<file path="src/rtl/gpio_in_conditioner.sv">
// Per-pin GPIO input conditioning: synchronizer, debounce, edge detection and
// sticky pending flags with an OR-reduced interrupt line.
module gpio_in_conditioner #(
  parameter int WIDTH       = 8,
  parameter int SYNC_STAGES = 2,
  parameter int CNT_W       = 16
) (
  input  logic             clk,
  input  logic             rst,
  input  logic [WIDTH-1:0] pin_in,
  input  logic [CNT_W-1:0] db_limit,
  input  logic [WIDTH-1:0] rise_en,
  input  logic [WIDTH-1:0] fall_en,
  input  logic [WIDTH-1:0] irq_clr,
  output logic [WIDTH-1:0] pin_clean,
  output logic [WIDTH-1:0] rise_pulse,
  output logic [WIDTH-1:0] fall_pulse,
  output logic [WIDTH-1:0] irq_pend,
  output logic             irq
);

  logic [WIDTH-1:0] sync_q [SYNC_STAGES];
  logic [WIDTH-1:0] sync_w;

  logic [CNT_W-1:0] cnt_q [WIDTH];
  logic [CNT_W-1:0] cnt_d [WIDTH];

  logic [WIDTH-1:0] clean_q, clean_d;
  logic [WIDTH-1:0] clean_dly_q;
  logic [WIDTH-1:0] rise_q, fall_q;
  logic [WIDTH-1:0] pend_q, pend_d;
  logic             irq_q;

  // Plain flop chain: no logic between stages so metastability can settle.
  always_ff @(posedge clk) begin
    if (rst) begin
      for (int s = 0; s < SYNC_STAGES; s++) sync_q[s] <= '0;
    end else begin
      sync_q[0] <= pin_in;
      for (int s = 1; s < SYNC_STAGES; s++) sync_q[s] <= sync_q[s-1];
    end
  end

  assign sync_w = sync_q[SYNC_STAGES-1];

  // A level commits only once it has differed from the clean value for more
  // than db_limit cycles; using >= lets a lowered limit take effect at once.
  always_comb begin
    clean_d = clean_q;
    for (int i = 0; i < WIDTH; i++) begin
      cnt_d[i] = cnt_q[i];
      if (sync_w[i] == clean_q[i]) begin
        cnt_d[i] = '0;
      end else if (cnt_q[i] >= db_limit) begin
        clean_d[i] = sync_w[i];
        cnt_d[i]   = '0;
      end else begin
        cnt_d[i] = cnt_q[i] + CNT_W'(1);
      end
    end
  end

  always_ff @(posedge clk) begin
    if (rst) begin
      clean_q <= '0;
      for (int i = 0; i < WIDTH; i++) cnt_q[i] <= '0;
    end else begin
      clean_q <= clean_d;
      for (int i = 0; i < WIDTH; i++) cnt_q[i] <= cnt_d[i];
    end
  end

  // Set wins over a simultaneous clear so an edge is never lost.
  always_comb begin
    pend_d = (rise_q & rise_en) | (fall_q & fall_en) | (pend_q & ~irq_clr);
  end

  // Edges are taken against a delayed copy, so pulses trail pin_clean by one cycle.
  always_ff @(posedge clk) begin
    if (rst) begin
      clean_dly_q <= '0;
      rise_q      <= '0;
      fall_q      <= '0;
      pend_q      <= '0;
      irq_q       <= 1'b0;
    end else begin
      clean_dly_q <= clean_q;
      rise_q      <= clean_q & ~clean_dly_q;
      fall_q      <= ~clean_q & clean_dly_q;
      pend_q      <= pend_d;
      irq_q       <= |pend_q;
    end
  end

  assign pin_clean  = clean_q;
  assign rise_pulse = rise_q;
  assign fall_pulse = fall_q;
  assign irq_pend   = pend_q;
  assign irq        = irq_q;

endmodule

</file>
<file path="config.mk">
export PLATFORM = sky130hd
export DESIGN_NAME = gpio_in_conditioner
export DESIGN_NICKNAME = d
export VERILOG_FILES = /design/src/rtl/gpio_in_conditioner.sv
export SDC_FILE = /design/constraint.sdc
export NUM_CORES = 1
export LEC_CHECK = 0
export CELL_PAD_IN_SITES_DETAIL_PLACEMENT = 1
export CELL_PAD_IN_SITES_GLOBAL_PLACEMENT = 1
export CORE_MARGIN = 10
export CORE_UTILIZATION = 41
export CTS_CLUSTER_DIAMETER = 80
export DETAILED_ROUTE_END_ITERATION = 8
export PLACE_DENSITY = 0.86
export REMOVE_ABC_BUFFERS = 1
export SYNTH_ARGS = -nofsm -noshare
export SYNTH_HDL_FRONTEND = slang
export SYNTH_SLANG_ARGS = --single-unit
</file>
<file path="constraint.sdc">
create_clock -name clk -period 2 [get_ports clk]
set_clock_uncertainty 0.15 [all_clocks]
set_input_delay 0.3 -clock clk [delete_from_list [all_inputs] [get_ports clk]]
set_output_delay 0.3 -clock clk [all_outputs]
set_load 0.02 [all_outputs]
</file>
== Yosys cells after proc, flatten, opt, wreduce, memory -nomap -nowiden ==
Memory sizes are Yosys's and may differ from the RTL's.
Cells that the tools add are included.

* Add/subtract/negate cells: 8
* $lt $le $gt $ge: 8
* Eq/ne operators: 8
* Mux-type cells: 29
* Bitwise gates (word level): 28
* Reductions and logical operators: 9

{| class="wikitable"
|+ Operators with widths
! cell !! number
|-
| $mux W16 || 24
|-
| $add A16 B1 Y16 const B || 8
|-
| $ge A16 B16 Y1 || 8
|-
| $and A8 B8 Y8 || 5
|-
| $not A8 Y8 || 3
|-
| $mux W8 || 2
|-
| $or A8 B8 Y8 || 2
|-
| $reduce_and A2 Y1 || 8
|-
| $or A1 B1 Y1 || 10
|-
| $eq A1 B1 Y1 || 8
|-
| $not A1 Y1 || 8
|-
| $reduce_or A8 Y1 || 1
|-
| $mux W1 || 3
|}

* Bits in registers: 41
* Bits in writable memories: 144
* Input port bits: 50
* Memories kept: 2

{| class="wikitable"
|+ Memory list
! memory !! words !! bits a word !! read ports !! clocked after memory_dff !! write ports !! line !! RTL
|-
| cnt_q || 8 || 16 || 8 || 0 || 8 || 25 || <nowiki>logic [CNT_W-1:0] cnt_q [WIDTH];</nowiki>
|-
| sync_q || 2 || 8 || 2 || 0 || 2 || 22 || <nowiki>logic [WIDTH-1:0] sync_q [SYNC_STAGES];</nowiki>
|}

== Logic depth before layout (Yosys ltp) ==
Gate-level depths: netlist of run 1.

* Depth after elaboration: 4
* Depth in mapped cells: 8

== Least setup slack after synthesis of run 1 ==
Ideal clock, no wire load.

* Kind: in2reg
* Start: in db_limit[13]
* End: mem cnt_q[7][8], in the netlist cnt_q[1][56]
* Setup time: 62 ps
* Arrival time: 1956 ps
* Data required time: 1788 ps
* Slack: -167 ps
* Stages: 8
* Cell sequence: inv_1 -> ha_1 -> a21o_1 -> a21o_1 -> a2111oi_4 -> nand4_4 -> buf_6 -> nor2_2

{| class="wikitable"
|+ RTL lines
! element !! line !! RTL
|-
| start: declaration || 11 || <nowiki>input logic [CNT_W-1:0] db_limit,</nowiki>
|-
| end: declaration || 25 ||
|}

==> impl.org, run 1 <==
** Run status
- The run finished, with violations left.
- Violations in the final reports :: negative setup slack

** Worst setup path
- The worst setup path is launched from a flip-flop.
- The slowest stage of the critical path belongs to the cell xor2_1.
- STA classifies the critical path endpoint as a flip-flop.
- Sequence of cells on the critical path :: buf_4 -> nand4_1 -> nor3_2 -> nand2_1 -> xor2_1 -> nor2_4
- The largest single stage delay on the critical path is approximately 0.75 ns.
- Data on the critical path is required at its endpoint by approximately 2.2 ns.
- CP Max Fanout :: 5
- Critical path start-end classification :: reg2reg
- Largest delay contributor family on the critical path :: simple AND/OR/NAND/NOR gates
- Buffering stage count on the worst path with inverters included :: 1
- Critical Path AT :: 2.75 ns

** Run
- Max-cap violations in this run came to 0.

** Global route
- The via count of the first global-routing pass was approximately 11000.
- First-pass GRT wire length :: between 60 and 70 mm
- Entering global routing, the biggest net connects 22 pins.
- GRT Util Overall :: 29.4%
- Total grt overflow :: 0
- The number of antenna violations at the first check in global routing is 1.

** Cells and area
- Final cell count without fillers :: 1678
- Share of final-layout standard cells stronger than drive strength 1 :: around 44%
- Final instance area :: ~0.016 mm^2
- Measured on the finished design, the core utilization comes to 67.2%.
- Fill cells in the final layout number about 2400.
- Layout overhead on the synthesized area :: 61.0%
- The net count of the finished layout is between 1500 and 2000.
- The number of antenna diodes in the final layout is 0.
- Register Area :: roughly 0.0038 mm^2
- Area used by multi-input combinational logic :: 0.00817 mm^2

** Clock network
- CTS built an H-tree with a depth of 4.
- Number of buffers added to fix hold violations after cts :: 0
- Root buffer cell :: clkbuf_16
- Counting the buffers created by CTS gives 17.
- Counting every sink on the clock net gives 185.
- Clock-pin slew was measured on the worst setup and hold paths at roughly 0.080 ns.
- TritonCTS built the clock tree.
- The clock passes through at most 2 buffers.
- Worst-Skew Late Latency :: about 0.5 ns

** Logic synthesis
- Commonest cells in the synthesized netlist :: dfxtp_1, nor2_1, ha_1, nand2_1, xor2_1
- Main area contributors after synthesis :: dfxtp_1, ha_1, nor2_1
- Yosys mapped a number of flops with a built-in enable equal to 0.
- The Yosys step of the flow raised 0 warnings.
- In the synthesized netlist, the number of instances is about 1100.
- Sequential cells were found to cover ~38% of the synthesized design area.
- Cell type with the highest aggregate area in the netlist :: dfxtp_1
- The most used flip-flop cell after synthesis is dfxtp_1.
- After synthesis, the mean cell area works out to roughly 9.1 um^2.
- The share of synthesized area in the top cell type comes to 37.7%.
- Most frequent cell after synthesis :: dfxtp_1
- After synthesis, the share of flip-flops with an asynchronous set or reset is 0%.
- The synthesized design contains approximately 190 register bits.
- Synthesis instantiated 43 different standard cells from the library.
- The cell area that synthesis handed to floorplanning was a little under 0.01 mm^2.

** STA
- Setup repair after global routing missed its margin :: true
- Final critical-path required period :: about 2.6 ns
- Max-slew headroom at the worst pin :: around two fifths
- The max-slew violation count is 0.
- Setup violations remaining at the end of the flow were counted as 139.
- Measured slew at the worst slew-check pin :: between 0.8 and 0.9 ns
- Final count of hold timing violations :: 0
- Final worst slack :: -0.567 ns
- The worst path uses 128% of the clock period.
- Upper clock frequency limit :: between 300 and 400 MHz
- Worst Hold Margin :: between 0.1 and 0.15 ns

** Floorplanning
- From left edge to right edge, the die measures 175 um.
- The die covers 0.0305 mm^2.
- For this configuration, the core starts out at a cell density of a little over two fifths.
- Std-Cell Core Area :: around 0.024 mm^2
- The floorplan has between 50 and 60 rows.
- Number of top-level pins :: 83
- The die is approximately 170 um tall.

** Detailed routing
- Count of vias placed by the detailed router :: ~11000
- The first routing iteration left roughly 1000 violations.
- Number of optimization iterations in the first detailed-route pass :: 6
- Via count normalized by instance count :: between 6 and 7
- Average routed wire per standard cell :: around 35 um
- Detailed Route WL :: 58.8 mm
- Final routed DRC violation total :: 0
- Antenna-violating nets left :: 0

** Pwr
- The clock network is responsible for 44.7% of the overall power.
- Dividing total power by cell area gives a power density of roughly 540 mW/mm^2.
- Net switching is between 20 and 30% of the power.
- Across the VDD grid, the largest voltage drop is roughly 620 uV.
- Sequential power share :: around 43%
- Summed over all cells, the static leakage comes to 6.02 nW.
- Cell internal power dissipation :: 6.11 mW
- The design draws around 8.5 mW.
- The share of total power dissipated in combinational logic is around 12%.
- Summed over all nets, the switching power comes to 2.44 mW.

** Placed design
- Placed Cells incl. Taps :: between 1500 and 2000
- In this run the tool buffered the top-level ports with 82 buffer cells.
- Once placement finished, the instance area stood at roughly 0.012 mm^2.
- Weighted congestion at the end of routability-driven global placement :: 0.823
- Dpl hpwl :: between 20 and 25 mm

** Worst hold path
- In this run the worst hold path is classified as in2reg.
final cells by class:
type | count | area share [%]
multi-input cells | 830 | 51.7
inverters | 52 | 1.41
flip-flops and latches | 185 | 24.2
repair buffers | 262 | 16.4
clock buffers | 17 | 2.69
well taps | 319 | 2.52
clock inverters | 13 | 1.08
per-layer routing:
layer / track usage, % / share of wire [%] / wire, um
met1: 28.9 / 34 / 20000
met2: 50.8 / 48 / 28100
met3: 7.26 / 7.4 / 4380
met4: 26.0 / 11 / 6400
met5: 0 / 0.022 / 13
state kept, by name, indices dropped and copies added, names as in the netlist:
register     flops
clean_dly_q      8
fall_pulse       8
irq              1
sync_q          16
rise_pulse       8
pin_clean        8
cnt_q          128
irq_pend         8
what timing repair did:
action	in CTS	in global routing
hold endpoints to repair	0	0
pin swaps	108	115
resized for setup	280	327
gates cloned	7	1
buffers inserted	56	28
endpoints found under the setup margin	139	144
power groups by stage:
stage	registers [mW]	logic, mW	clock network, mW
2_1_floorplan	3.80	0.209	0
3_3_place_gp	3.79	0.509	0
3_5_place_dp	3.80	0.540	0
4_1_cts	3.70	0.753	3.59
5_1_grt	3.69	1.06	3.94
6_report	3.69	1.04	3.82
cell usage in the layout, fill, tap and decap left out, types with 8 or more instances in the layout:
cell,instances
buf_4,131
dfxtp_1,125
nor2_4,103
ha_4,75
ha_1,61
nand2_1,60
xor2_1,60
nor2_1,59
xnor2_1,57
clkdlybuf4s50_1,55
nand3_1,48
dfxtp_2,39
inv_1,34
nand4_1,30
nor2_2,29
a21oi_1,28
buf_6,22
dfxtp_4,21
buf_12,21
nor2b_1,20
clkbuf_16,20
a21oi_2,17
nand2b_1,16
and3_1,15
inv_2,10
nand2_2,10
nor3_1,10
dlygate4sd2_1,10
dlymetal6s2s_1,9
nor3_4,8
a222oi_1,8
nor3b_1,8
mux2i_1,8
cell families after synthesis:
kind of cell | count (synthesis) | synth area share (%)
buf+inv | 67 | 2.85
xor+xnor | 120 | 10.7
mux | 8 | 0.815
flops | 185 | 37.7
fa+ha+maj | 136 | 17.3
simple gates | 459 | 23.1
compound gates | 107 | 7.51
path summary, 6_finish.rpt:
check,start,to,slack [ns],cells past startpoint
max reg2reg,cnt_q[1][21]$_SDFF_PP0_,cnt_q[1][29]$_SDFF_PP0_,-0.57,6
min,rst,irq_pend[4]$_SDFF_PP0_,0.14,2
min reg2reg,clean_dly_q[7]$_SDFF_PP0_,rise_pulse[7]$_SDFF_PP0_,0.28,1
max,cnt_q[1][21]$_SDFF_PP0_,cnt_q[1][29]$_SDFF_PP0_,-0.57,6
per-stage QoR:
step | TNS (ns) | worst slack, ns
after floorplan | -12.82 | -0.251
after global placement | -99.74 | -0.862
after detailed placement | -112.74 | -0.994
after CTS | -0.838 | -0.0659
after global routing | -32.88 | -0.562
final | -30.51 | -0.567
No activity file was read; power rests on OpenSTA's default activity.
==> run 2, diff against run 1 <==
Clock period 2 ns to 2.26 ns, I/O delays scaled along.
==> run 2 against run 1 <==
The run still ends with negative setup slack left. Cell area decreased by 18%. Count of clock-buffer cells in the layout grew 1. Die area stayed put. Sequential cell count unchanged. Clock power is 12% lower. Critical endpoint is now cnt_q[1][16]$_SDFF_PP0_.
==> impl.org, run 2 (synthesis results as in run 1) <==
** STA
- The max-slew violation count is 0 (unchanged).
- Setup repair after global routing missed its margin :: true
- Final critical-path required period :: 2.47 ns (-0.100 ns)
- The setup TNS is -0.599 ns (+29.91 ns).
- Upper clock frequency limit :: 405 MHz (+4.1%)
- Measured slew at the worst slew-check pin :: 0.588 ns (-0.297 ns)
- The ratio of final minimum period to clock period is 109% (-19 points).
- Total of endpoints with negative setup slack in the final report :: 16 (-88%)
- Final worst slack :: -0.207 ns (+0.360 ns)
- Final count of hold timing violations :: 0 (unchanged)
- The max-slew headroom at the worst pin came to 60.5% (+20 points).

** Clock network
- Number of buffers added to fix hold violations after cts :: 0 (unchanged)
- Number of clock buffers inserted by TritonCTS :: 17 (unchanged)
- Worst-path clk slew :: 0.08 ns (about the same)
- Worst-Skew Late Latency :: 0.46 ns (-0.04 ns)
- The H-tree level count was 4 (unchanged).
- TritonCTS built the clock tree.
- The TritonCTS sink count is 185 (unchanged).
- In this run the clock root is driven by a clkbuf_16.
- The maximum buffer depth of the clock tree came to 2 (unchanged).

** Floorplanning
- Initial core utilization :: 41.7% (unchanged)
- Std-Cell Core Area :: 0.0235 mm^2 (unchanged)
- Width of the chip :: 175 um (unchanged)
- Height of the die :: 175 um (unchanged)
- Num rows :: 56 (unchanged)
- The full die area was 0.0305 mm^2 (unchanged).
- Number of top-level pins :: 83 (unchanged)

** Detailed routing
- Average routed wire per standard cell :: 24.1 um (-31%)
- Via count normalized by instance count :: 5.73 (-10%)
- Count of vias placed by the detailed router :: 9077 (-15%)
- Antenna-violating nets left :: 0 (unchanged)
- Initial DRC Count :: 612 (-41%)
- Detailed Route WL :: 38.1 mm (-35%)
- The detailed-route DRC error count came to 0 (unchanged).
- Number of optimization iterations in the first detailed-route pass :: 7 (+1)

** Worst setup path
- The required time of the critical path is 2.43 ns (+0.25 ns).
- The signal arrival time at the worst endpoint was 2.64 ns (-0.11 ns).
- The worst-path maximum fanout is 8 (+3).
- The worst setup path is launched from a flip-flop.
- Kind of capture point of the worst setup path :: flip-flop
- Critical path start-end classification :: reg2reg

** Placed design
- Weighted congestion at the end of routability-driven global placement :: 0.797 (-3.1%)
- Input/output buffers :: 82 (unchanged)
- Dpl hpwl :: 21.2 mm (-4.3%)
- Worst slack at placement :: -0.744 ns (+0.250 ns)

** Global route
- Vias in the first global route :: 9963 (-12%)
- The total congestion overflow is 0 (unchanged).
- Pin count of the biggest net entering global routing :: 19 (-14%)
- GRT Util Overall :: 22.5% (-6.9 points)
- First-pass GRT wire length :: 54.9 mm (-21%)
- Number of antenna violations at the first check in global routing :: 0 (-1)

** Cells and area
- Share of final-layout standard cells stronger than drive strength 1 :: 19.0% (-25 points)
- Leaving out fill and tap cells, the most frequent cell in the layout is dfxtp_1.
- Ranked by flip-flop count, first place goes to cnt_q.
- The flip-flop count of the largest register after layout is 128 (unchanged).
- From synthesis to final layout, the design area changed by 32.1%.
- Largest regs :: cnt_q (128), sync_q (16)
- Most used cells in the layout excluding fill and tap cells :: dfxtp_1, nor2_1, ha_1, nand2_1, clkdlybuf4s50_1
- Antenna cells :: 0 (unchanged)
- Post-layout net count :: 1437 (-6.3%)

** Pwr
- The total power divided by cell area came to 559 mW/mm^2 (+3.4%).
- Static leakage :: 5.19 nW (-14%)
- Maximum vdd drop :: 344 uV (-44%)

** Run
- Max_cap viols :: 0 (unchanged)

** Run status
- The final reports fail on negative setup slack.
- Run status :: finished with violations

** Worst hold path
- Hold/Removal Path Class :: in2reg
run 2: worst max-delay path: stages, from the launching register on:
cell and delay [ns]:
dfxtp_1 0.48, ha_4 0.26, a21oi_2 0.36, o21ai_2 0.11
or3b_4 0.26, nand4_1 0.11, buf_4 0.17, clkbuf_16 0.15
nor2_1 0.29
run 2: worst paths after layout:
kind | from | to | slack [ns] | cells past startpoint
max | cnt_q[1][25]$_SDFF_PP0_ | cnt_q[1][16]$_SDFF_PP0_ | -0.21 | 8
max reg2reg | cnt_q[1][25]$_SDFF_PP0_ | cnt_q[1][16]$_SDFF_PP0_ | -0.21 | 8
min | rst | sync_q[0][3]$_SDFF_PP0_ | 0.13 | 2
min reg2reg | clean_dly_q[7]$_SDFF_PP0_ | rise_pulse[7]$_SDFF_PP0_ | 0.26 | 1
run 2: through the flow:
stage | total power [mW] | instances | utilization [%] | hold slack [ns] | cell area [um^2]
finish | 7.26 | 1583 | 55.1 | 0.133 | 13000
detailed placement | 3.83 | 1523 | 48.9 | 0.247 | 11500
global placement | 3.81 | 1523 | 48.9 | 0.240 | 11500
CTS | 7.15 | 1572 | 53.4 | 0.122 | 12600
global route | 7.43 | 1583 | 55.1 | 0.140 | 13000
floorplan | 3.54 | 1067 | - | 0.234 | 9740
run 2: routing by layer:
| layer | GRT usage, % | wire length (um) |
|---|---|---|
| met1 | 23.8 | 14300 |
| met5 | 0 | 0 |
| met2 | 40.7 | 19300 |
| met4 | 12.1 | 2650 |
| met3 | 5.02 | 1870 |
run 2: area by class of cell:
class,instances,area (um^2)
tap,319,399
inverter,52,223
clock inverter,14,203
sequential,185,3710
timing repair buffer,165,1730
fill,2652,10600
clock buffer,18,439
multi-input combinational,830,6280
run 2: timing repair:
| action | CTS | global route |
|---|---|---|
| resized for setup | 49 | 77 |
| endpoints found under the setup margin | 135 | 132 |
| setup buffers | 15 | 10 |
| pin swaps | 16 | 26 |
| cloned | 2 | 3 |
run 2: where the power goes:
part | switching [mW] | internal [mW]
Combinational | 0.327 | 0.280
Sequential | 0.0128 | 3.27
Clock | 1.54 | 1.82
Total | 1.88 | 5.38
